==> config.mk <==
export PLATFORM = sky130hd
export DESIGN_NAME = seven_seg_scan
export DESIGN_NICKNAME = d
export VERILOG_FILES = /design/src/rtl/seg_pkg.sv /design/src/rtl/seg_decode.sv /design/src/rtl/seven_seg_scan.sv
export SDC_FILE = /design/constraint.sdc
export NUM_CORES = 1
export LEC_CHECK = 0
export CAP_MARGIN = 20
export CORE_AREA = 2 2 78 80
export CTS_BUF_LIST = sky130_fd_sc_hd__clkbuf_8 sky130_fd_sc_hd__clkbuf_16
export CTS_CLUSTER_SIZE = 30
export DETAILED_ROUTE_END_ITERATION = 8
export DIE_AREA = 0 0 80 82
export PLACE_DENSITY = 0.67
export SETUP_SLACK_MARGIN = 0.5
export SLEW_MARGIN = 10
export SYNTH_ARGS = -nofsm -noshare
export SYNTH_HDL_FRONTEND = slang
export SYNTH_HIERARCHICAL = 1
export SYNTH_SLANG_ARGS = --single-unit
==> constraint.sdc <==
create_clock -name clk -period 5.1 [get_ports clk]
set_input_delay 0.765 -clock clk [delete_from_list [all_inputs] [get_ports clk]]
set_output_delay 0.765 -clock clk [all_outputs]
set_load 0.01 [all_outputs]
==> src/rtl/seg_pkg.sv <==
// Shared seven-segment types, the active-low glyph table and the nibble decoder,
// used by any block that drives a common-anode digit.
package seg_pkg;

    typedef logic [6:0] seg_t;

    localparam seg_t SEG_OFF = 7'h7F;

    // Segment order {g,f,e,d,c,b,a}, active-low; entry 15 first in the concatenation.
    localparam logic [15:0][6:0] SEG_TABLE = {
        7'b0001110, 7'b0000110, 7'b0100001, 7'b1000110,
        7'b0000011, 7'b0001000, 7'b0011000, 7'b0000000,
        7'b1111000, 7'b0000010, 7'b0010010, 7'b0011001,
        7'b0110000, 7'b0100100, 7'b1111001, 7'b1000000
    };

    function automatic seg_t hex_to_seg(input logic [3:0] nibble, input logic hex_mode);
        if (!hex_mode && (nibble > 4'd9))
            return SEG_TABLE[0];
        return SEG_TABLE[nibble];
    endfunction

endpackage

==> src/rtl/seg_decode.sv <==
// Combinational nibble-to-glyph decoder; HEX_MODE=0 shows 10..15 as "0".
module seg_decode
    import seg_pkg::*;
#(
    parameter bit HEX_MODE = 1'b1
) (
    input  logic [3:0] nibble_i,
    output seg_t       seg_o
);

    assign seg_o = hex_to_seg(nibble_i, HEX_MODE);

endmodule

==> src/rtl/seven_seg_scan.sv <==
// Time-multiplexed common-anode display driver: shadow registers, prescaled digit
// scan, guard blanking at each slot start, and fully registered pin outputs.
module seven_seg_scan
    import seg_pkg::*;
#(
    parameter int DIGITS           = 4,
    parameter int PRESCALE         = 50000,
    parameter int GUARD            = 2,
    parameter bit HEX_MODE         = 1'b1,
    parameter bit ANODE_ACTIVE_LOW = 1'b1,
    localparam int SEL_W           = (DIGITS > 1) ? $clog2(DIGITS) : 1
) (
    input  logic                  clk,
    input  logic                  rst_n,
    input  logic                  displayWrite,
    input  logic [4*DIGITS-1:0]   data_in,
    input  logic [DIGITS-1:0]     dp_in,
    input  logic [DIGITS-1:0]     blank_in,
    output logic [6:0]            output_,
    output logic                  dp_out,
    output logic [DIGITS-1:0]     anode,
    output logic [SEL_W-1:0]      digit_sel
);

    localparam int PCNT_W = (PRESCALE > 1) ? $clog2(PRESCALE) : 1;

    logic [PCNT_W-1:0]        pcnt_q, pcnt_d;
    logic [SEL_W-1:0]         sel_q, sel_d;
    logic [DIGITS-1:0][3:0]   data_q;
    logic [DIGITS-1:0]        dp_q, blank_q;
    seg_t                     seg_q, seg_d;
    logic                     dpo_q, dpo_d;
    logic [DIGITS-1:0]        an_q, an_d;

    logic       pcnt_last;
    logic       in_guard;
    logic [3:0] cur_nib;
    logic       cur_dp, cur_blank;
    seg_t       cur_seg;

    assign pcnt_last = (pcnt_q == PCNT_W'(PRESCALE - 1));

    always_comb begin
        pcnt_d = pcnt_last ? '0 : pcnt_q + 1'b1;
        sel_d  = sel_q;
        if (pcnt_last)
            sel_d = (sel_q == SEL_W'(DIGITS - 1)) ? '0 : sel_q + 1'b1;
    end

    generate
        if (DIGITS == 1) begin : g_single
            assign cur_nib   = data_q[0];
            assign cur_dp    = dp_q[0];
            assign cur_blank = blank_q[0];
        end else begin : g_multi
            assign cur_nib   = data_q[sel_q];
            assign cur_dp    = dp_q[sel_q];
            assign cur_blank = blank_q[sel_q];
        end

        if (GUARD == 0) begin : g_noguard
            assign in_guard = 1'b0;
        end else begin : g_guard
            assign in_guard = (pcnt_q < PCNT_W'(GUARD));
        end
    endgenerate

    seg_decode #(.HEX_MODE(HEX_MODE)) u_dec (
        .nibble_i (cur_nib),
        .seg_o    (cur_seg)
    );

    // Segments and anodes are registered together so they can never skew apart.
    always_comb begin
        seg_d = cur_blank ? SEG_OFF : cur_seg;
        dpo_d = cur_blank | ~cur_dp;
        an_d  = in_guard ? '0 : (DIGITS'(1) << sel_q);
    end

    always_ff @(posedge clk) begin
        if (!rst_n) begin
            pcnt_q  <= '0;
            sel_q   <= '0;
            data_q  <= '0;
            dp_q    <= '0;
            blank_q <= '0;
            seg_q   <= SEG_OFF;
            dpo_q   <= 1'b1;
            an_q    <= '0;
        end else begin
            pcnt_q <= pcnt_d;
            sel_q  <= sel_d;
            if (displayWrite) begin
                data_q  <= data_in;
                dp_q    <= dp_in;
                blank_q <= blank_in;
            end
            seg_q <= seg_d;
            dpo_q <= dpo_d;
            an_q  <= an_d;
        end
    end

    // an_q is kept active-high internally; polarity is applied only at the pin.
    assign anode     = ANODE_ACTIVE_LOW ? ~an_q : an_q;
    assign output_   = seg_q;
    assign dp_out    = dpo_q;
    assign digit_sel = sel_q;

endmodule

==> impl_metrics.yaml <==
status:
  status: "finished clean"
timing:
  fmax_ghz: 0.376
  slew_headroom_pct: 58.7
  final_max_slew_viol_count: 0
  tightest_slew_ps: 619
  setup_ws_ps: 2440
  hold_viol: 0
  fin_crit_ps: 2660
  fin_crit_sh_pct: 52.1
  setup-violations-final: 0
  rsz0062_at_grt: "no"
  finalSetupTns_ps: 0
  fin_skew_ps: 10.8
  whs_ps: 497
global_routing:
  use_met3_pct: 4.73
  grt_overflow: 0
  grt_use_met2_pct: 22.2
  grt.total_usage_pct: 14.9
  grt_pass1_wl_um: 7520
  grt_max_degree: 37
  grt_pass1_vias: 1627
  busiest_layer: "met2"
  use_met1_pct: 20.1
  antenna_found_initial: 0
clock_network:
  cts-buffers-inserted: 5
  postCtsSetupBuffers: 0
  root_buffer: "clkbuf_8"
  ctsHoldBuffers: 0
  cts.clk_slew.worst_paths_ps: 100
  cts_tree: "done"
  h-tree-depth: 2
  postCtsResizedCells: 0
  clk_path_buf_depth: 2
  cts_sinks: 54
  clk_latency_ps: 310
power:
  pwr-share-clk_pct: 34.8
  p_int_mw: 0.651
  power_density_nw_per_um2: 280
  p_seq_share_pct: 53.1
  power_frac_comb_pct: 12.1
  power_mw: 0.851
  leakage_nw: 1.21
  switchingPower_mw: 0.200
  max-vdd-ir-drop_mv: 0.137
  sw_frac_of_total_pct: 23.5
final_layout:
  drive_gt1_share_pct: 9.61
  area_delta_synth_final_pct: 23.2
  antenna_cells: 0
  regArea_um2: 1080
  layout_common_cells: "dfxtp_1, nor2_1, clkdlybuf4s50_1"
  final_common_cell: "dfxtp_1"
  fin_cells: 356
  multi_input_area_um2: 1280
  fin_nets: 315
  fillCellCount: 541
detailed_routing:
  avgViaCountPerCell: 4.87
  drt_iter0_drc: 63
  dr.pass1.iters: 4
  ant_nets: 0
  vias: 1734
  wire_per_inst_um: 12.5
  drc: 0
  wl_um: 4470
critical_path:
  path_max_fanout: 14
  startpoint: "digit_sel[0]"
  crit_arrival_ps: 2860
  reg2reg_to: "output_[1]"
  start_kind: "flop"
  r2r_slack_ps: 2440
  required_ps: 5310
  endpoint: "output_[1]"
  path_class: "flop to flop"
  rr_worst_depth: 7
  cp-end-kind: "flop"
  worstReg2RegStart: "digit_sel[0]"
floorplan:
  start_util_pct: 43.0
  rows: 28
  ios: 41
  core_area_um2: 5750
  dieArea_um2: 6560
  fp.dieH_um: 82
  die_w_um: 80
synthesis:
  avgSynthCellArea_um2: 10.1
  yosys_warnings: 6
  synth_seq_cells: 54
  synth_nets: 279
  ys_seq_area_share_pct: 43.7
  synth.distinct_cells: 39
  netlist_area_um2: 2470
  postSynthCellCount: 244
placed_design:
  io_buffers: 40
  detailedPlace.worstSlack_ps: 2440
  dpl.hpwl_um: 3130
  dp_cells: 347
  gp_congestion: 0.881
run:
  maxCapViolCount: 0
hold_path:
  hp-class: "flop to flop"
## worst min path at each step
stage / from / end / depth (start not counted)
3_3_place_gp: data_q[3] / data_q[3] / 2
4_1_cts: pcnt_q[0] / pcnt_q[0] / 1
6_report: data_q[10] / data_q[10] / 2
2_1_floorplan: pcnt_q[0] / pcnt_q[0] / 1
3_5_place_dp: pcnt_q[0] / pcnt_q[0] / 1
5_1_grt: data_q[14] / data_q[14] / 2
## metal layers
layer	vias up	part of all wire, %
li1	910	-
met3	5	4.2
met4	0	1.5
met5	-	0
met2	36	45
met1	783	49
## power groups by stage
stage | Combinational (mW) | Clock (mW) | Sequential, mW
global placement | 0.100 | 0 | 0.461
global route | 0.115 | 0.326 | 0.455
finish | 0.103 | 0.296 | 0.452
detailed placement | 0.101 | 0 | 0.461
CTS | 0.102 | 0.307 | 0.452
floorplan | 0.0574 | 0 | 0.462
## logic make-up after synthesis
| logic type | share of synthesized area (%) |
|---|---|
| AOI/OAI and AO/OA | 2.73 |
| adders and majority gates | 4.05 |
| buffers and inverters | 4.56 |
| DFF | 43.7 |
| muxes | 17.7 |
| and+or+nand+nor | 22.3 |
| xor gates and xnor gates | 4.96 |
## per-stage QoR
step	cell area [um2]	utilization, %
2_1_floorplan	2470	-
3_3_place_gp	2900	50.5
3_5_place_dp	2900	50.5
4_1_cts	3020	52.5
5_1_grt	3050	53.0
6_report	3050	53.0
## critical path: stages, from the launching register on
cell and delay (ps):
dfxtp_1 730, mux4_2 640, inv_1 160, ha_1 270
nand2b_1 110, o21ai_0 90, a32o_1 210, or3_1 330
## state kept, by name, summed over array words and instances, names as in the netlist
| signal | count |
|---|---|
| an_q | 4 |
| pcnt_q | 16 |
| dp_out | 1 |
| dp_q | 4 |
| output_ | 7 |
| blank_q | 4 |
| digit_sel | 2 |
| data_q | 16 |
## cells in the mapped netlist, drive strengths merged
library cell / n / area, um2
nand2b: 3 / 26.3
inv: 11 / 41.3
and3b: 1 / 8.76
nand2: 7 / 26.3
a41oi: 1 / 8.76
nor3b: 1 / 7.51
o21ai: 4 / 20.0
and4: 4 / 37.5
nand4: 4 / 40.0
nand3: 6 / 30.0
mux2i: 29 / 290
nor4: 7 / 92.6
ha: 8 / 100
nor2: 51 / 196
mux4: 6 / 135
or3b: 1 / 8.76
buf: 7 / 47.5
a32o: 1 / 10.0
xnor2: 10 / 87.6
xor2: 4 / 35.0
nor2b: 1 / 6.26
mux2: 1 / 11.3
clkbuf: 6 / 23.8
dfxtp: 54 / 1080
nor3: 4 / 20.0
or3: 7 / 43.8
a21oi: 1 / 5.00
o22ai: 1 / 6.26
a22o: 2 / 17.5
and3: 1 / 6.26
## cell type report
| type | instances | share of cell area (%) |
|---|---|---|
| clock buffers | 5 | 2.26 |
| flip-flops and latches | 54 | 35.5 |
| multi-input cells | 166 | 41.9 |
| repair buffers | 42 | 14.3 |
| inverters | 11 | 1.36 |
| well taps | 75 | 3.08 |
| clock inverters | 3 | 1.56 |
Note: power is estimated with default switching activity, not from simulation.
